**src/rtl/cdb_arbiter_if.sv**
```systemverilog
// Bundle of source-side and broadcast-side signals for the CDB arbiter.
// Handshake: source i transfers its result in a cycle where
// src_valid[i] & src_ready[i] is high. A source keeps valid, tag and data
// stable until it is granted. src_ready is one-hot or zero, and it never
// asserts without the matching src_valid. The broadcast side has no ready
// signal: the arbiter presents one beat per cycle, qualified by cdb_valid.
interface cdb_arbiter_if #(
  parameter int NUM_SRC = 4,
  parameter int DATA_W  = 32,
  parameter int TAG_W   = 6
) ();

  localparam int SRC_W = $clog2(NUM_SRC);

  logic [NUM_SRC-1:0]        src_valid;
  logic [NUM_SRC*TAG_W-1:0]  src_tag;
  logic [NUM_SRC*DATA_W-1:0] src_data;
  logic [NUM_SRC-1:0]        src_ready;
  logic                      cdb_valid;
  logic [TAG_W-1:0]          cdb_tag;
  logic [DATA_W-1:0]         cdb_data;
  logic [SRC_W-1:0]          cdb_src;

  // Arbiter side: consumes source requests, drives grants and the broadcast.
  modport slave (
    input  src_valid, src_tag, src_data,
    output src_ready, cdb_valid, cdb_tag, cdb_data, cdb_src
  );

  // Producer/observer side: execution units and CDB snoopers.
  modport master (
    output src_valid, src_tag, src_data,
    input  src_ready, cdb_valid, cdb_tag, cdb_data, cdb_src
  );

endinterface

```
**src/rtl/cdb_arbiter.sv**
```systemverilog
// Common Data Bus producer: round-robin selection of one completed result per
// cycle from NUM_SRC execution units, broadcast through a one-cycle register.
// The round-robin pointer is exported on dbg_rr_ptr_o for checkers.
module cdb_arbiter #(
  parameter int NUM_SRC = 4,
  parameter int DATA_W  = 32,
  parameter int TAG_W   = 6
) (
  input  logic                       clk,
  input  logic                       rst,
  input  logic                       flush,
  cdb_arbiter_if.slave               bus,
  output logic [$clog2(NUM_SRC)-1:0] dbg_rr_ptr_o
);

  localparam int PTR_W = $clog2(NUM_SRC);
  // One extra bit so rr_ptr + offset cannot overflow before the modulo.
  localparam int CW    = PTR_W + 1;
  localparam logic [PTR_W-1:0] LAST_IDX = PTR_W'(NUM_SRC - 1);

  // Round-robin pointer: index scanned first in the current cycle.
  logic [PTR_W-1:0]   rr_ptr_q, rr_ptr_d;

  // Registered broadcast.
  logic               cdb_valid_q, cdb_valid_d;
  logic [TAG_W-1:0]   cdb_tag_q,   cdb_tag_d;
  logic [DATA_W-1:0]  cdb_data_q,  cdb_data_d;
  logic [PTR_W-1:0]   cdb_src_q,   cdb_src_d;

  // Arbitration results.
  logic               gnt_found;
  logic [PTR_W-1:0]   gnt_idx;
  logic [CW-1:0]      cand;
  logic               grant_fire;
  logic [NUM_SRC-1:0] src_ready_d;
  logic [TAG_W-1:0]   gnt_tag;
  logic [DATA_W-1:0]  gnt_data;

  // Scan from rr_ptr upward with explicit wrap; first requester wins.
  always_comb begin
    gnt_found = 1'b0;
    gnt_idx   = '0;
    cand      = '0;
    for (int k = 0; k < NUM_SRC; k++) begin
      cand = {1'b0, rr_ptr_q} + CW'(k);
      if (cand >= CW'(NUM_SRC)) begin
        cand = cand - CW'(NUM_SRC);
      end
      if (!gnt_found && bus.src_valid[cand[PTR_W-1:0]]) begin
        gnt_found = 1'b1;
        gnt_idx   = cand[PTR_W-1:0];
      end
    end
  end

  // A grant is issued only outside flush and reset; rst is folded in so the
  // ready outputs are low for the whole reset interval, not just after an edge.
  assign grant_fire = gnt_found & ~flush & rst;

  // One-hot grant vector back to the sources.
  always_comb begin
    src_ready_d = '0;
    if (grant_fire) begin
      src_ready_d[gnt_idx] = 1'b1;
    end
  end

  assign bus.src_ready = src_ready_d;

  // Select the granted source's tag and data with constant slices.
  always_comb begin
    gnt_tag  = '0;
    gnt_data = '0;
    for (int i = 0; i < NUM_SRC; i++) begin
      if (gnt_idx == PTR_W'(i)) begin
        gnt_tag  = bus.src_tag[i*TAG_W +: TAG_W];
        gnt_data = bus.src_data[i*DATA_W +: DATA_W];
      end
    end
  end

  // Next-state: load the broadcast on a grant and advance the pointer past
  // the winner; otherwise drop valid and keep tag/data/src and pointer.
  always_comb begin
    rr_ptr_d    = rr_ptr_q;
    cdb_valid_d = grant_fire;
    cdb_tag_d   = cdb_tag_q;
    cdb_data_d  = cdb_data_q;
    cdb_src_d   = cdb_src_q;
    if (grant_fire) begin
      cdb_tag_d  = gnt_tag;
      cdb_data_d = gnt_data;
      cdb_src_d  = gnt_idx;
      rr_ptr_d   = (gnt_idx == LAST_IDX) ? '0 : gnt_idx + PTR_W'(1);
    end
  end

  // State registers; reset clears the broadcast and restarts the scan at 0.
  always_ff @(posedge clk or negedge rst) begin
    if (!rst) begin
      rr_ptr_q    <= '0;
      cdb_valid_q <= 1'b0;
      cdb_tag_q   <= '0;
      cdb_data_q  <= '0;
      cdb_src_q   <= '0;
    end else begin
      rr_ptr_q    <= rr_ptr_d;
      cdb_valid_q <= cdb_valid_d;
      cdb_tag_q   <= cdb_tag_d;
      cdb_data_q  <= cdb_data_d;
      cdb_src_q   <= cdb_src_d;
    end
  end

  assign bus.cdb_valid = cdb_valid_q;
  assign bus.cdb_tag   = cdb_tag_q;
  assign bus.cdb_data  = cdb_data_q;
  assign bus.cdb_src   = cdb_src_q;
  assign dbg_rr_ptr_o  = rr_ptr_q;

endmodule

```
**src/flat_wrapper.sv**
```systemverilog
// flat-port wrapper written by rule: the top's interface ports become plain ports
module cdb_arbiter_flat 
#(
  parameter int NUM_SRC = 4,
  parameter int DATA_W  = 32,
  parameter int TAG_W   = 6
)
  (clk, rst, flush, dbg_rr_ptr_o, bus_src_valid, bus_src_tag, bus_src_data, bus_src_ready, bus_cdb_valid, bus_cdb_tag, bus_cdb_data, bus_cdb_src);
  cdb_arbiter_if #(.NUM_SRC(NUM_SRC), .DATA_W(DATA_W), .TAG_W(TAG_W)) bus_i ();
  input  logic clk;
  input  logic rst;
  input  logic flush;
  output logic [$clog2(NUM_SRC)-1:0] dbg_rr_ptr_o;
  input wire logic [$bits(bus_i.src_valid)-1:0] bus_src_valid;
  input wire logic [$bits(bus_i.src_tag)-1:0] bus_src_tag;
  input wire logic [$bits(bus_i.src_data)-1:0] bus_src_data;
  output wire logic [$bits(bus_i.src_ready)-1:0] bus_src_ready;
  output wire logic [$bits(bus_i.cdb_valid)-1:0] bus_cdb_valid;
  output wire logic [$bits(bus_i.cdb_tag)-1:0] bus_cdb_tag;
  output wire logic [$bits(bus_i.cdb_data)-1:0] bus_cdb_data;
  output wire logic [$bits(bus_i.cdb_src)-1:0] bus_cdb_src;
  assign bus_i.src_valid = bus_src_valid;
  assign bus_i.src_tag = bus_src_tag;
  assign bus_i.src_data = bus_src_data;
  assign bus_src_ready = bus_i.src_ready;
  assign bus_cdb_valid = bus_i.cdb_valid;
  assign bus_cdb_tag = bus_i.cdb_tag;
  assign bus_cdb_data = bus_i.cdb_data;
  assign bus_cdb_src = bus_i.cdb_src;
  cdb_arbiter #(.NUM_SRC(NUM_SRC), .DATA_W(DATA_W), .TAG_W(TAG_W)) u_core (.clk(clk), .rst(rst), .flush(flush), .bus(bus_i), .dbg_rr_ptr_o(dbg_rr_ptr_o));
endmodule
```
**config.mk**
```make
export PLATFORM = sky130hd
export DESIGN_NAME = cdb_arbiter_flat
export DESIGN_NICKNAME = d
export VERILOG_FILES = /design/src/rtl/cdb_arbiter_if.sv /design/src/rtl/cdb_arbiter.sv /design/src/flat_wrapper.sv
export SDC_FILE = /design/constraint.sdc
export NUM_CORES = 1
export LEC_CHECK = 0
export ABC_AREA = 1
export BUFFER_PORTS_ARGS = -buffer_cell sky130_fd_sc_hd__buf_2
export CAP_MARGIN = 10
export CORE_MARGIN = 2
export CORE_UTILIZATION = 46
export CTS_CLUSTER_DIAMETER = 200
export DETAILED_ROUTE_END_ITERATION = 8
export PLACE_DENSITY = 0.89
export SETUP_SLACK_MARGIN = 0.4
export SLEW_MARGIN = 10
export SYNTH_ARGS = -nofsm -noshare
export SYNTH_HDL_FRONTEND = slang
export SYNTH_SLANG_ARGS = --single-unit
```
**constraint.sdc**
```tcl
create_clock -name clk -period 3.8 [get_ports clk]
set_clock_uncertainty 0.1 [all_clocks]
set_input_delay 0.19 -clock clk [delete_from_list [all_inputs] [get_ports clk]]
set_output_delay 0.19 -clock clk [all_outputs]
set_load 0.02 [all_outputs]
```
# Word level (Yosys, flattened, before mapping)
# Cells that the tools add are included.
[word_totals] out_inout_bits=47 input_bits=159 wordCells=69 reg_bits=43
[op_classes] n_reduce_logical=8 bitwise_logic=3 order_cmp=10 n_addsub=8 eq_ne=3 n_mux=32
[op_table] op="2-to-1 mux 32 bit" count=4
[op_table] op="2-to-1 mux 6 bit" count=4
[op_table] op="2-to-1 mux 2 bit" count=9
[op_table] op="less-than comparator 2 x 3 -> 1 bit, second input constant" count=5
[op_table] op=">= comparator 3 bit, second input constant" count=3
[op_table] op="2-to-1 mux 1 bit" count=9
[op_table] op="binary-select mux 1 bit (select 2 bit)" count=4
[op_table] op="subtractor 2 x 1 -> 2 bit, second input constant" count=4
[op_table] op="adder 2 x 2 -> 3 bit, second input constant" count=2
[op_table] op="equality test 2 bit, second input constant" count=2
[op_table] op="logical AND 1 bit" count=4
[op_table] op="2-to-1 mux 4 bit" count=1
[op_table] op="adder 2 x 1 -> 3 bit, second input constant" count=1
[op_table] op=">= comparator 2 x 3 -> 1 bit, second input constant" count=1
[op_table] op="logical NOT 1 bit" count=3
[op_table] op="adder 2 x 1 -> 2 bit, second input constant" count=1
[op_table] op="AND 1 bit" count=2
[op_table] op="demux 1 bit (select 2 bit)" count=1
[op_table] op="equality test 2 x 1 -> 1 bit, second input constant" count=1
[op_table] op=">= comparator 2 x 1 -> 1 bit, second input constant" count=1
[op_table] op="logical NOT 2 bit" count=1
[op_table] op="inverter 1 bit" count=1

# Logic depth before layout (Yosys ltp)
[logic_depth] ltp_word=19 mapped_depth=20 ltp_nobuf=18

# Least setup slack after synthesis
# OpenSTA, ideal clock, no wires.
[synth_timing] kind="register to output" start="register u_core.rr_ptr_q[0], in the netlist u_core.dbg_rr_ptr_o[0]" end="output port bus_src_ready[1]" t_required_ns=3.510 arrival_ns=2.329 stages_incl_launch_ff=14 path_buffers=3 setup_slack_ns=1.181 cell_sequence="dfrtp_1 buf_4 nand2_1 nand3_1 nand2_1 inv_1 nand3_1 nand3_1 inv_1 ha_1 buf_2 clkbuf_1 inv_1 nor2_1"
[synth_between] elab_chain_len=19 word_cells_on_any_way=45 cone_classes="add/sub: 7; order compare: 6; mux: 23; bitwise: 2; reduce/logical: 7"
[synth_rtl] element="start, declared" line="cdb_arbiter.sv:22" rtl="logic [PTR_W-1:0] rr_ptr_q, rr_ptr_d;"
[synth_rtl] element="start signal, assigned" line="cdb_arbiter.sv:107" rtl="rr_ptr_q <= rr_ptr_d;"
[synth_rtl] element="parallel branches: the longest is 13 deep, another holds adder 2 x 1 -> 3 bit"
[synth_rtl] element="2-to-1 mux 2 bit (*)" line="cdb_arbiter.sv:49" rtl="if (!gnt_found && bus.src_valid[cand[PTR_W-1:0]]) begin"
[synth_rtl] element="named net u_core.gnt_idx[0]" line="cdb_arbiter.sv:32" rtl="logic [PTR_W-1:0] gnt_idx;"
[synth_rtl] element="less-than comparator 2 x 3 -> 1 bit (implied by the code) or >= comparator 2 x 1 -> 1 bit (tied branches)" line="cdb_arbiter.sv:64" rtl="src_ready_d[gnt_idx] = 1'b1;"
[synth_rtl] element="logical AND 1 bit (implied by the code)" line="cdb_arbiter.sv:64"
[synth_rtl] element="2-to-1 mux 1 bit (implied by the code)" line="cdb_arbiter.sv:64"
[synth_rtl] element="demux 1 bit (select 2 bit) (*)"
[synth_rtl] element="2-to-1 mux 4 bit (*)" line="cdb_arbiter.sv:63" rtl="if (grant_fire) begin"
[synth_rtl] element="end, declared" line="flat_wrapper.sv:17" rtl="output wire logic [$bits(bus_i.src_ready)-1:0] bus_src_ready;"
# Mark *: on every way through the listed nets, which the timed path passes. The select of a mux whose other input is x is not followed.

# Worst setup path after layout
# Same ends and word-level chain as after synthesis.

==> impl_metrics.toml <==
[cts]
cts_made_buffers = 5
cts_sinks = 43
htree_num_levels = 2
clk_latency_ps = 290
cts_tree = "built"
path_clk_slew_ps = 80
cts-root-buf = "clkbuf_8"
cts_max_path_buffers = 2

[logic_synthesis]
syn_area_um2 = 3080
synth-seq-cells = 43
ys_seq_area_frac = 0.350
synth.avg_cell_area_um2 = 6.11
netlist_instances = 503
synth_cell_types = 18
ys_warn_count = 0
synthesis.nets = 666

[die]
die_w_um = 85.8
core-area_um2 = 6420
start_util = 0.479
die_h_um = 85.8
num_rows = 29
floorplan.die_area_um2 = 7360
pin_count = 206

[worst_setup_path]
crit_required_ps = 3510
worstPathMaxFanout = 39
cp_top_family = "buffers and inverters"
r2r_setup_slack_ps = 790
cp-end-kind = "output port"
cp.buffers_inverters = 6
cpPeakStageDelay_ps = 480
crit_type = "flip-flop to output port"
arrival_ps = 2820
cp_slowest_cell = "dfrtp_2"
cp_cell_sequence = "inv_1 > nand2_1 > nand3_1 > nand2_1 > inv_1 > nand2_1 > nand2_1 > nand3_1 > inv_1 > ha_1 > buf_4 > inv_1 > nor2_1 > buf_2"
startpoint_type = "flip-flop"

[timing]
rsz0062_at_grt = "no"
worst_pin_slew_ps = 704
relSlewSlack = 0.530
drv_slew = 0
fmax_ghz = 0.322
hold_violations = 0
setup_viol = 0
min_period_ps = 3110
tns_ps = 0
fin_crit_sh = 0.817

[route]
first_pass_iters = 8
drtAntennaViolNets = 0
route.met2.wl_mm = 5.26
drtIter0Drc = 205
dr_wl_met3_um = 720
wl_mm = 10.4
wl_per_cell_um = 13.5
vias = 4006
dr.max_layer_used = "met4"
wl_met1_mm = 4.15
drc = 10
routed_via_density = 5.21

[job]
maxCapViolations = 0

[pwr]
peakVddDrop_uv = 714
power_density_nw_per_um2 = 1160
power_leakage_nw = 2.47

[outcome]
violations = "DRC"
status = "finished with violations"

[global_route]
track_usage = 0.283
grt_pass1_wl_mm = 16.8
grt_pass1_vias = 3793
grt_max_degree = 44
antenna_found_initial = 0
overflow = 0

[final_layout]
fin_cells = 769
nets = 856
fillers = 616
antenna_cells = 0
drive_above_1_share = 0.337
area_growth_pct = 36.5

[worst_hold_path]
hp-class = "input pin to flip-flop"

[placement]
place_congestion = 0.945
dp.cells = 759
io_buffers = 205
hpwl_mm = 7.59
final cells by class:
class                           instances  area [um2]  area share
Clock buffer                            5        68.8      0.0164
Clock inverter                          1        7.51     0.00179
Inverter                               17        67.6      0.0161
Multi-Input combinational cell        409        1760       0.419
Sequential cell                        43        1080       0.257
Tap cell                               77        96.3      0.0230
Timing Repair Buffer                  216        1110       0.266
Timing Repair inverter                  1        5.00     0.00119
flip-flops by register name (all words and copies together), names as in the netlist:
| register | flops |
|---|---|
| u_core.bus.cdb_data | 32 |
| u_core.bus.cdb_src | 2 |
| u_core.bus.cdb_tag | 6 |
| u_core.bus.cdb_valid | 1 |
| u_core.dbg_rr_ptr_o | 2 |
cell usage in the layout (no fill, tap or decap), types with 2 or more instances in the layout:
| cell | instances |
|---|---|
| inv_1 | 14 |
| dfrtp_1 | 42 |
| clkinvlp_4 | 2 |
| o21ai_0 | 81 |
| ha_1 | 3 |
| nand2_2 | 3 |
| clkbuf_8 | 5 |
| inv_2 | 2 |
| buf_4 | 9 |
| nand2_1 | 264 |
| nor2_1 | 5 |
| a21oi_1 | 38 |
| nand3_1 | 10 |
| buf_2 | 205 |
Yosys cell counts (all sizes together):
cell type,count,area (um2)
buf,17,116
dfrtp,43,1080
nand3,11,60.1
inv,17,63.8
nor2,7,33.8
nand2,267,1010
a21oi,38,190
ha,4,50.1
nand4,1,6.26
clkbuf,17,63.8
o21ai,81,405
metrics by stage:
stage | setup WS (ps) | cell area, um2 | power (mW) | hold WS (ps) | utilization
3_3_place_gp | 884 | 4080 | 4.37 | 245 | 0.636
2_1_floorplan | 1180 | 3080 | 3.58 | -206 | -
4_1_cts | 430 | 4170 | 4.79 | 87.6 | 0.649
6_report | 694 | 4200 | 4.88 | 96.0 | 0.654
3_5_place_dp | 681 | 4080 | 4.50 | 259 | 0.636
5_1_grt | 412 | 4200 | 5.51 | 112 | 0.654
repair_timing:
action	in CTS	in global routing
hold buffers	1	0
setup buffers	0	2
resized for setup	0	3
endpoints found under the setup margin	0	37
hold endpoints to repair	43	0
routing by layer:
layer / GRT usage / up-vias
met5: 0 / -
met4: 0.118 / 0
met3: 0.0452 / 23
met2: 0.487 / 214
met1: 0.355 / 1790
li1: - / 1979
kinds of logic (layout without fill, tap and decap cells):
kind of cell / count (synthesis) / after routing / synth area share
DFF: 43 / 43 / 0.350
adders and majority gates: 4 / 4 / 0.0163
and+or+nand+nor: 286 / 286 / 0.361
AOI/OAI and AO/OA: 119 / 119 / 0.194
buffers and inverters: 51 / 240 / 0.0793
where the power goes:
part | leakage, nW | total (mW) | switching (mW) | internal [mW]
registers | 0.547 | 0.782 | 0.121 | 0.661
logic | 1.88 | 3.83 | 2.54 | 1.29
clock network | 0.0361 | 0.276 | 0.154 | 0.122
worst register-to-register path, delay by kind of cell, from the launching register on:
family / cells / cell delay, ps
AOI/OAI and AO/OA: 2 / 250
adders and majority gates: 1 / 230
buffers and inverters: 3 / 670
DFF: 1 / 480
and+or+nand+nor: 11 / 1240
final timing paths:
check	startpoint	end	depth (start not counted)
max in group asynchronous	rst	u_core.dbg_rr_ptr_o[0]	3
setup reg to reg	u_core.dbg_rr_ptr_o[0]	u_core.bus.cdb_data[0]	17
setup / recovery	u_core.dbg_rr_ptr_o[0]	bus_src_ready[1]	14
hold / removal	bus_src_data[122]	u_core.bus.cdb_data[26]	5
hold reg to reg	u_core.bus.cdb_data[23]	u_core.bus.cdb_data[23]	2
min in group asynchronous	rst	u_core.bus.cdb_data[4]	3
Note: power is estimated with default switching activity, not from simulation.
